File: config.mk
export PLATFORM = sky130hd
export DESIGN_NAME = wb_slave_mux_n
export DESIGN_NICKNAME = d
export VERILOG_FILES = /design/src/rtl/wb_slave_mux_n.sv
export SDC_FILE = /design/constraint.sdc
export NUM_CORES = 1
export LEC_CHECK = 0
export CELL_PAD_IN_SITES_DETAIL_PLACEMENT = 0
export CELL_PAD_IN_SITES_GLOBAL_PLACEMENT = 1
export CORE_ASPECT_RATIO = 1.25
export CORE_MARGIN = 2
export CORE_UTILIZATION = 25
export CTS_CLUSTER_DIAMETER = 60
export DETAILED_ROUTE_END_ITERATION = 16
export PLACE_DENSITY_LB_ADDON = 0.15
export SYNTH_ARGS = -nofsm -noshare
export SYNTH_HDL_FRONTEND = slang
export SYNTH_SLANG_ARGS = --single-unit
File: constraint.sdc
create_clock -name wb_clk_i -period 2.65 [get_ports wb_clk_i]
set_clock_uncertainty 0.2 [all_clocks]
set_input_delay 0.3975 -clock wb_clk_i [delete_from_list [all_inputs] [get_ports wb_clk_i]]
set_output_delay 0.3975 -clock wb_clk_i [all_outputs]
set_load 0.03 [all_outputs]
File: src/rtl/wb_slave_mux_n.sv
// -----------------------------------------------------------------------------
// wb_slave_mux_n
//
// Purpose
//   Connects one Wishbone master (the Caravel management SoC) to NUM_SLAVES
//   Wishbone slaves through a registered request/response FSM.
//   - An address outside the user window, or with a slave index >= NUM_SLAVES,
//     gets an immediate error response.
//   - A slave that never acks is cut off after TIMEOUT_CYC busy cycles with an
//     error response.
//   The SoC therefore never stalls on an unmapped or hung slave.
//
// Handshake
//   Master side: a request is taken when m_wb_cyc_i & m_wb_stb_i are sampled
//   high in IDLE. Exactly one m_wb_ack_o pulse follows, with m_wb_err_o in the
//   same cycle on a decode miss or timeout. m_wb_dat_o is valid only in the ack
//   cycle and holds its value otherwise. Dropping m_wb_cyc_i while the slave is
//   busy abandons the transfer, and no ack follows.
//   Slave side: the s_wb_cyc_o/s_wb_stb_o bit of the selected slave stays high,
//   with stable we/adr/dat/sel, until that slave's s_wb_ack_i is sampled high.
//   Acks from any other slave, or any ack outside BUSY, are ignored.
//
// Ports
//   wb_clk_i, wb_rst_n_i   clock; synchronous active-low reset
//   m_wb_*                 master-facing port (cyc/stb/we/adr/dat/sel in;
//                          dat/ack/err out)
//   s_wb_cyc_o/stb_o       one-hot per-slave cycle/strobe
//   s_wb_we/adr/dat/sel_o  shared registered request fields
//   s_wb_dat_i             packed slave read data; slave k occupies
//                          [k*DATA_WD +: DATA_WD]
//   s_wb_ack_i             per-slave acks
//
// Optional feature (macro WB_MUX_ERR_LOG_EN)
//   err_addr_o             address of the most recent errored transfer
//   err_cnt_o              errored-transfer count, saturating at 8'hFF
//
// Debug: the FSM state is held in state_q (type state_e).
// -----------------------------------------------------------------------------
module wb_slave_mux_n #(
  parameter int unsigned          NUM_SLAVES  = 4,
  parameter int unsigned          ADDR_WD     = 32,
  parameter int unsigned          DATA_WD     = 32,
  parameter logic [ADDR_WD-1:0]   BASE_ADDR   = ADDR_WD'(32'h3000_0000),
  parameter logic [ADDR_WD-1:0]   BASE_MASK   = ADDR_WD'(32'hFFF0_0000),
  parameter int unsigned          SEL_LSB     = 16,
  parameter int unsigned          TIMEOUT_CYC = 255,
  parameter logic [DATA_WD-1:0]   ERR_DATA    = DATA_WD'(32'hDEAD_BEEF)
) (
  input  logic                          wb_clk_i,
  input  logic                          wb_rst_n_i,
  input  logic                          m_wb_cyc_i,
  input  logic                          m_wb_stb_i,
  input  logic                          m_wb_we_i,
  input  logic [ADDR_WD-1:0]            m_wb_adr_i,
  input  logic [DATA_WD-1:0]            m_wb_dat_i,
  input  logic [DATA_WD/8-1:0]          m_wb_sel_i,
  output logic [DATA_WD-1:0]            m_wb_dat_o,
  output logic                          m_wb_ack_o,
  output logic                          m_wb_err_o,
  output logic [NUM_SLAVES-1:0]         s_wb_cyc_o,
  output logic [NUM_SLAVES-1:0]         s_wb_stb_o,
  output logic                          s_wb_we_o,
  output logic [ADDR_WD-1:0]            s_wb_adr_o,
  output logic [DATA_WD-1:0]            s_wb_dat_o,
  output logic [DATA_WD/8-1:0]          s_wb_sel_o,
  input  logic [NUM_SLAVES*DATA_WD-1:0] s_wb_dat_i,
  input  logic [NUM_SLAVES-1:0]         s_wb_ack_i
`ifdef WB_MUX_ERR_LOG_EN
  ,
  output logic [ADDR_WD-1:0]            err_addr_o,
  output logic [7:0]                    err_cnt_o
`endif
);

  localparam int unsigned SELW = (NUM_SLAVES > 1) ? $clog2(NUM_SLAVES) : 1;
  localparam int unsigned CNTW = $clog2(TIMEOUT_CYC + 1);
  localparam int unsigned SW   = DATA_WD / 8;

  typedef enum logic [1:0] {
    ST_IDLE = 2'd0,
    ST_BUSY = 2'd1,
    ST_RESP = 2'd2
  } state_e;

  state_e                 state_q, state_d;
  logic                   we_q, we_d;
  logic [ADDR_WD-1:0]     adr_q, adr_d;
  logic [DATA_WD-1:0]     wdat_q, wdat_d;
  logic [SW-1:0]          sel_q, sel_d;
  logic [SELW-1:0]        idx_q, idx_d;
  logic [NUM_SLAVES-1:0]  cyc_q, cyc_d;
  logic [CNTW-1:0]        cnt_q, cnt_d;
  logic [DATA_WD-1:0]     rdat_q, rdat_d;
  logic                   ack_q, ack_d;
  logic                   err_q, err_d;

  logic                   req;
  logic [SELW-1:0]        req_idx;
  logic                   win_hit;
  logic                   idx_ok;
  logic [NUM_SLAVES-1:0]  req_onehot;
  logic                   sel_ack;
  logic [DATA_WD-1:0]     sel_rdat;
  logic [CNTW-1:0]        cnt_inc;

  assign req        = m_wb_cyc_i & m_wb_stb_i;
  assign req_idx    = m_wb_adr_i[SEL_LSB +: SELW];
  assign win_hit    = ((m_wb_adr_i & BASE_MASK) == BASE_ADDR);
  assign req_onehot = NUM_SLAVES'(1) << req_idx;
  // cyc_q is one-hot (or zero), so masking the acks with it picks only the
  // selected slave's ack.
  assign sel_ack    = |(s_wb_ack_i & cyc_q);
  assign cnt_inc    = cnt_q + CNTW'(1);

  // When NUM_SLAVES is a power of two, every index value maps to a slave.
  if ((1 << SELW) == NUM_SLAVES) begin : g_idx_full
    assign idx_ok = 1'b1;
  end else begin : g_idx_part
    assign idx_ok = (32'(req_idx) < NUM_SLAVES);
  end

  always_comb begin
    sel_rdat = '0;
    for (int k = 0; k < int'(NUM_SLAVES); k++) begin
      if (idx_q == SELW'(k)) begin
        sel_rdat = s_wb_dat_i[k*DATA_WD +: DATA_WD];
      end
    end
  end

  always_comb begin
    state_d = state_q;
    we_d    = we_q;
    adr_d   = adr_q;
    wdat_d  = wdat_q;
    sel_d   = sel_q;
    idx_d   = idx_q;
    cyc_d   = cyc_q;
    cnt_d   = cnt_q;
    rdat_d  = rdat_q;
    ack_d   = 1'b0;
    err_d   = 1'b0;
    case (state_q)
      ST_IDLE: begin
        if (req) begin
          we_d   = m_wb_we_i;
          adr_d  = m_wb_adr_i;
          wdat_d = m_wb_dat_i;
          sel_d  = m_wb_sel_i;
          idx_d  = req_idx;
          cnt_d  = '0;
          if (win_hit && idx_ok) begin
            cyc_d   = req_onehot;
            state_d = ST_BUSY;
          end else begin
            rdat_d  = ERR_DATA;
            ack_d   = 1'b1;
            err_d   = 1'b1;
            state_d = ST_RESP;
          end
        end
      end
      ST_BUSY: begin
        // Abort has priority over both a slave ack and the timeout.
        if (!m_wb_cyc_i) begin
          cyc_d   = '0;
          state_d = ST_IDLE;
        end else if (sel_ack) begin
          cyc_d   = '0;
          rdat_d  = we_q ? '0 : sel_rdat;
          ack_d   = 1'b1;
          state_d = ST_RESP;
        end else if (cnt_inc == CNTW'(TIMEOUT_CYC)) begin
          cyc_d   = '0;
          rdat_d  = ERR_DATA;
          ack_d   = 1'b1;
          err_d   = 1'b1;
          state_d = ST_RESP;
        end else begin
          cnt_d = cnt_inc;
        end
      end
      ST_RESP: begin
        state_d = ST_IDLE;
      end
      default: begin
        cyc_d   = '0;
        state_d = ST_IDLE;
      end
    endcase
  end

  always_ff @(posedge wb_clk_i) begin
    if (!wb_rst_n_i) begin
      state_q <= ST_IDLE;
      we_q    <= 1'b0;
      adr_q   <= '0;
      wdat_q  <= '0;
      sel_q   <= '0;
      idx_q   <= '0;
      cyc_q   <= '0;
      cnt_q   <= '0;
      rdat_q  <= '0;
      ack_q   <= 1'b0;
      err_q   <= 1'b0;
    end else begin
      state_q <= state_d;
      we_q    <= we_d;
      adr_q   <= adr_d;
      wdat_q  <= wdat_d;
      sel_q   <= sel_d;
      idx_q   <= idx_d;
      cyc_q   <= cyc_d;
      cnt_q   <= cnt_d;
      rdat_q  <= rdat_d;
      ack_q   <= ack_d;
      err_q   <= err_d;
    end
  end

  assign m_wb_dat_o = rdat_q;
  assign m_wb_ack_o = ack_q;
  assign m_wb_err_o = err_q;
  assign s_wb_cyc_o = cyc_q;
  assign s_wb_stb_o = cyc_q;
  assign s_wb_we_o  = we_q;
  assign s_wb_adr_o = adr_q;
  assign s_wb_dat_o = wdat_q;
  assign s_wb_sel_o = sel_q;

`ifdef WB_MUX_ERR_LOG_EN
  logic [ADDR_WD-1:0] err_addr_q;
  logic [7:0]         err_cnt_q;

  // The log changes on the same edge that raises the error ack, so it is
  // already current during the RESP cycle.
  always_ff @(posedge wb_clk_i) begin
    if (!wb_rst_n_i) begin
      err_addr_q <= '0;
      err_cnt_q  <= '0;
    end else if (ack_d && err_d) begin
      err_addr_q <= adr_d;
      if (err_cnt_q != 8'hFF) begin
        err_cnt_q <= err_cnt_q + 8'd1;
      end
    end
  end

  assign err_addr_o = err_addr_q;
  assign err_cnt_o  = err_cnt_q;
`endif

endmodule

==> flow_summary.json, run 1 <==
{
  "antenna_found_initial": 0,
  "vdd_drop_max_v": 0.0004243,
  "post-dp-hpwl_mm": 14.93,
  "layout.nets": 1080,
  "drt-pass1-iter-count": 4,
  "port_buffers": 315,
  "top_layer": "met4",
  "crit_start": "cnt_q[1]",
  "cts_buffers": 17,
  "max_freq_mhz": 403.2,
  "synth_area_leaders": "dfxtp_1 (44%), mux4_2 (14%), nand2_1 (11%)",
  "cp.required_ns": 2.80,
  "grt_max_degree": 81,
  "r2r-start": "cnt_q[1]",
  "worst_slew_pin_slew_ns": 0.4283,
  "drive_gt1_share_pct": 13.32,
  "num_vias": 5410,
  "cts_buffer_depth": 2,
  "synth_edf_count": 0,
  "mostFrequentLayoutCells": "clkdlybuf4s50_1 (315), nand2_1 (153), dfxtp_1 (115)",
  "n_antenna_cell": 0,
  "cts_tree": "done",
  "root_buffer": "clkbuf_16",
  "p_sw_uw": 1322,
  "cts_hold_buf": 0,
  "fin_crit_sh_pct": 93.59,
  "synth_cell_type_count": 48,
  "combPwrFrac_pct": 17.9,
  "ys_seq_elements": 117,
  "clk_latency_ns": 0.40,
  "synth_top_area_cell": "dfxtp_1",
  "hold_start": "s_wb_adr_o[9]",
  "clock_sinks": 117,
  "cap_violations": 0,
  "p_int_uw": 4091,
  "drt_iter0_drc": 186,
  "slew_viol_final": 0,
  "routed_wl_mm": 19.75,
  "yosysSeqAreaShare_pct": 44.31,
  "wire_per_inst_um": 17.03,
  "slew-limit-headroom_pct": 71.15,
  "reg2regPathDepth": 8,
  "rrSetupSlack_ns": 0.17,
  "end_kind": "register",
  "hold_ws_ns": 0.2494,
  "n_fill_cell": 1966,
  "die_w_um": 134.1,
  "clk_pin_slew_ns": 0.06,
  "wl_met2_mm": 10.13,
  "p_leak_uw": 0.003330,
  "syn_nets": 776,
  "gp_congestion": 0.7972,
  "num_rows": 59,
  "wl_met1_mm": 7.917,
  "die_h_um": 166.6,
  "status": "finished clean",
  "finalSetupTns_ns": 0,
  "drc": 0,
  "grt_pass1_wl_mm": 30.41,
  "switching_share_pct": 24.42,
  "period_minus_slack_ns": 2.480,
  "wl_met3_mm": 1.480,
  "critPathMaxFanout": 34,
  "post-route-util_pct": 45.32,
  "synth_top_cell_area_share_pct": 44.31,
  "layout_commonest_cell": "clkdlybuf4s50_1",
  "finalHoldViolations": 0,
  "ant_nets": 0,
  "grt_pass1_vias": 5542,
  "grt.overflow.total": 0,
  "cp.arrival_ns": 2.63,
  "start_util_pct": 25.39,
  "syn_to_final_growth_pct": 78.49,
  "clock_power_share_pct": 47.4,
  "cp-endpoint": "m_wb_dat_o[23]",
  "start_kind": "register",
  "die_area_mm2": 0.02233,
  "routed_via_density": 4.664,
  "synthArstFlopShare_pct": 0,
  "ys_warn_count": 0,
  "reg2reg_to": "m_wb_dat_o[23]",
  "rsz0062_at_grt": "false",
  "synthFlopType": "dfxtp_1",
  "core_area_mm2": 0.02082,
  "worstSetupPathType": "register to register",
  "setup_viol": 0,
  "min_path_type": "register to register",
  "htree_levels": 4,
  "track_usage_pct": 17.24,
  "postSynthCellCount": 569,
  "holdPathStages": 2,
  "syn_area_mm2": 0.005286,
  "pin_count": 316,
  "power_density_mw_per_mm2": 573.7,
  "postSynthAreaPerCell_um2": 9.291,
  "p_seq_share_pct": 34.8
}
[cell usage after synthesis (2+ instances only)]
library cell	instances
a21o_1	2
a21oi_1	78
a22o_1	2
a31oi_1	3
a32o_1	4
and3_1	2
buf_1	2
buf_2	4
buf_4	5
buf_6	3
clkbuf_1	36
dfxtp_1	117
ha_1	2
inv_1	11
mux4_2	32
nand2_1	153
nand2b_1	3
nand3_1	8
nand3b_1	3
nand4_1	2
nor2_1	7
nor2b_1	26
nor3b_1	2
nor4_1	3
o21ai_0	6
o221a_2	23
o22ai_1	8
or3_1	2
[area by class of cell]
| class | count | area (µm²) | area share [%] |
|---|---|---|---|
| timing repair buffer | 335 | 3366 | 35.67 |
| multi-input combinational | 390 | 2674 | 28.34 |
| sequential | 117 | 2345 | 24.85 |
| clock buffer | 18 | 439.2 | 4.655 |
| tap | 274 | 342.8 | 3.633 |
| clock inverter | 14 | 224.0 | 2.374 |
| inverter | 12 | 45.04 | 0.4774 |
[per-stage QoR]
step | setup slack, ns | cell area, µm² | power (µW) | cells
2_1_floorplan | 0.3312 | 5286 | 2344 | 569
3_3_place_gp | 0.04453 | 8765 | 2883 | 1128
3_5_place_dp | 0.01134 | 8765 | 2895 | 1128
4_1_cts | 0.1430 | 9428 | 5500 | 1160
5_1_grt | 0.009542 | 9435 | 5644 | 1160
6_report | 0.1699 | 9435 | 5413 | 1160
[layer usage]
| layer | up-vias | GRT usage, % |
|---|---|---|
| li1 | 2623 | - |
| met1 | 2563 | 19.49 |
| met2 | 212 | 31.13 |
| met3 | 12 | 5.540 |
| met4 | 0 | 4.439 |
| met5 | - | 0 |
[flip-flops by register name, summed over array words and instances (netlist names)]
signal and flops:
m_wb_err_o 1, s_wb_sel_o 4, cnt_q 8, m_wb_ack_o 1, s_wb_adr_o 32, s_wb_cyc_o 4, s_wb_we_o 1, s_wb_dat_o 32
m_wb_dat_o 32, state_q 2
[power by group through the flow]
stage / clock [µW] / sequential [µW] / combinational, µW
5_1_grt: 2720 / 1890 / 1030
4_1_cts: 2640 / 1880 / 982
3_3_place_gp: 0 / 1920 / 966
2_1_floorplan: 0 / 2060 / 283
6_report: 2560 / 1880 / 969
3_5_place_dp: 0 / 1920 / 975
[worst max-delay path: stages (launching register included)]
cell and delay [ns]:
dfxtp_1 0.41, ha_1 0.24, nand3_2 0.12, or3_4 0.42
a211oi_4 0.29, nand2_2 0.11, a31oi_4 0.21, buf_12 0.21
o221a_2 0.21
[worst min path at each step]
stage                          end
floorplan                 cnt_q[6]
global placement    s_wb_dat_o[15]
detailed placement   s_wb_adr_o[9]
CTS                  s_wb_adr_o[9]
global route        s_wb_dat_o[10]
finish               s_wb_adr_o[9]
[cells by family (layout without fill, tap and decap cells)]
| logic type | Yosys count | in the layout | synth area share, % |
|---|---|---|---|
| adders and majority gates | 2 | 2 | 0.4733 |
| buffers and inverters | 62 | 379 | 5.278 |
| xor gates and xnor gates | 1 | 1 | 0.1657 |
| muxes | 32 | 32 | 13.63 |
| DFF | 117 | 117 | 44.31 |
| AOI/OAI and AO/OA | 134 | 134 | 17.25 |
| and+or+nand+nor | 221 | 221 | 18.89 |
[repair_timing]
item / 4_1_cts / 5_1_grt
gates resized for setup: 0 / 1
setup endpoints to repair: 0 / 16
buffers inserted: 0 / 0
(Power assumes the default switching activity.)
==> run 2, diff against run 1 <==
Settings changed: CTS_CLUSTER_DIAMETER 60 to not set, SETUP_SLACK_MARGIN set to 0.1.
==> run 2 against run 1 <==
  * Via count increased by 0.57%
  * Count of clock-buffer cells in the layout unchanged
  * Wire length increased by 1.3%
  * Sequential share of layout area decreased by 0.052 points
  * Largest power group unchanged
  * Non-clock buffer count increased by 1
  * Utilization increased by 0.14 points
  * Hold slack about the same
  * Sequential power about the same
  * Flip-flop and latch count unchanged
==> flow_summary.json, run 2 (synthesis results as in run 1) <==
{
  "status": "finished clean",
  "cp.required_ns": 2.80,
  "cp.arrival_ns": 2.59,
  "fin_crit_sh_pct": 92.02,
  "cts_buffers": 17,
  "power_uw": 5421,
  "htree_levels": 4,
  "cts_buffer_depth": 2,
  "routed_via_density": 4.686,
  "wire_per_inst_um": 17.22,
  "n_antenna_cell": 0,
  "num_vias": 5441,
  "drt_iter0_drc": 211,
  "pin_count": 316,
  "slowest_delay_ns": 0.42,
  "layout.nets": 1081,
  "setup_viol": 0,
  "layout_commonest_cell": "clkdlybuf4s50_1",
  "end_kind": "register",
  "multi_input_area_mm2": 0.002676,
  "gp_congestion": 0.7972,
  "finalSetupTns_ns": 0,
  "path_cells": "ha_2 > nand3_2 > or3_4 > a211oi_4 > nand2_2 > a31oi_4 > clkbuf_16 > o221a_2",
  "grt_max_degree": 81,
  "power_density_mw_per_mm2": 572.7,
  "cap_violations": 0,
  "cts_tree": "done",
  "cts_setup_buffers": 0,
  "root_buffer": "clkbuf_16",
  "port_buffers": 315,
  "slew_viol_final": 0,
  "grtUsageMet2_pct": 31.13,
  "max_freq_mhz": 410.1,
  "worst_slew_pin_slew_ns": 0.4263,
  "drive_gt1_share_pct": 13.75,
  "finalHoldViolations": 0,
  "core_area_mm2": 0.02082,
  "gr-usage-met1_pct": 19.49,
  "start_util_pct": 25.39,
  "worstSetupPathType": "register to register",
  "post-dp-hpwl_mm": 14.93,
  "slew-limit-headroom_pct": 71.28,
  "n_fill_cell": 1965,
  "drc": 0,
  "place_ws_ns": 0.01134,
  "antenna_found_initial": 0,
  "syn_to_final_growth_pct": 79.05,
  "gr-max-usage-layer": "met2",
  "grt_pass1_vias": 5542,
  "worst_path_max_delay_cell": "or3_4",
  "cpLargestDelayFamily": "compound AO/OA/AOI/OAI gates",
  "seqCellArea_mm2": 0.002347,
  "clk_latency_ns": 0.41,
  "routed_wl_mm": 20.00,
  "track_usage_pct": 17.24,
  "die_w_um": 134.1,
  "drt-pass1-iter-count": 4,
  "start_kind": "register",
  "rsz0062_at_grt": "false",
  "die_area_mm2": 0.02233,
  "critPathMaxFanout": 17,
  "num_rows": 59,
  "vdd_drop_max_v": 0.0004242,
  "die_h_um": 166.6,
  "use_met3_pct": 5.540,
  "path_buf_inv": 1,
  "clk_pin_slew_ns": 0.06,
  "grt.overflow.total": 0,
  "min_path_type": "register to register",
  "ant_nets": 0,
  "worst_slack_ns": 0.2114,
  "grt_pass1_wl_mm": 30.41,
  "mostFrequentLayoutCells": "clkdlybuf4s50_1 (315), nand2_1 (153), dfxtp_1 (113)",
  "period_minus_slack_ns": 2.439,
  "p_leak_uw": 0.003339,
  "clock_sinks": 117
}
-- run 2: worst paths after layout --
path	cells after the start	endpoint	from	slack, ns
worst max register to register	8	m_wb_dat_o[7]	cnt_q[0]	0.21
worst min register to register	2	s_wb_adr_o[9]	s_wb_adr_o[9]	0.25
worst max-delay path	8	m_wb_dat_o[7]	cnt_q[0]	0.21
worst min-delay path	2	s_wb_adr_o[9]	s_wb_adr_o[9]	0.25
-- run 2: what timing repair did --
| item | in CTS | in global routing |
|---|---|---|
| endpoints found under the setup margin | 0 | 34 |
| hold buffers | 0 | 0 |
| resized for setup | 0 | 4 |
-- run 2: power breakdown --
group          switching, µW  total, µW  leakage [µW]  internal (µW)
registers               43.9       1880      0.000958           1840
logic                    420        975       0.00207            555
clock network            862       2560      0.000309           1700
-- run 2: worst register-to-register path, stage by stage (launching register included) --
cell and delay [ns]:
dfxtp_2 0.37, ha_2 0.21, nand3_2 0.11, or3_4 0.42
a211oi_4 0.29, nand2_2 0.11, a31oi_4 0.25, clkbuf_16 0.24
o221a_2 0.19
-- run 2: area by class of cell --
type	count	area share, %
inverters	12	0.4759
repair buffers	336	35.82
multi-input cells	390	28.27
well taps	274	3.622
flip-flops and latches	117	24.80
clock buffers	18	4.640
clock inverters	14	2.366
-- run 2: metrics by stage --
| stage | cells | hold WS [ns] | instance area (µm²) | utilization (%) |
|---|---|---|---|---|
| 4_1_cts | 1160 | 0.2557 | 9428 | 45.29 |
| 2_1_floorplan | 569 | 0.2670 | 5286 | - |
| 3_3_place_gp | 1128 | 0.2418 | 8765 | 42.10 |
| 3_5_place_dp | 1128 | 0.2480 | 8765 | 42.10 |
| 5_1_grt | 1161 | 0.2684 | 9465 | 45.47 |
| 6_report | 1161 | 0.2494 | 9465 | 45.47 |
-- run 2: per-layer routing --
layer	routed length, µm	vias to the layer above
li1	-	2629
met1	7982	2583
met2	10290	217
met3	1503	12
met4	217	0
met5	0	-
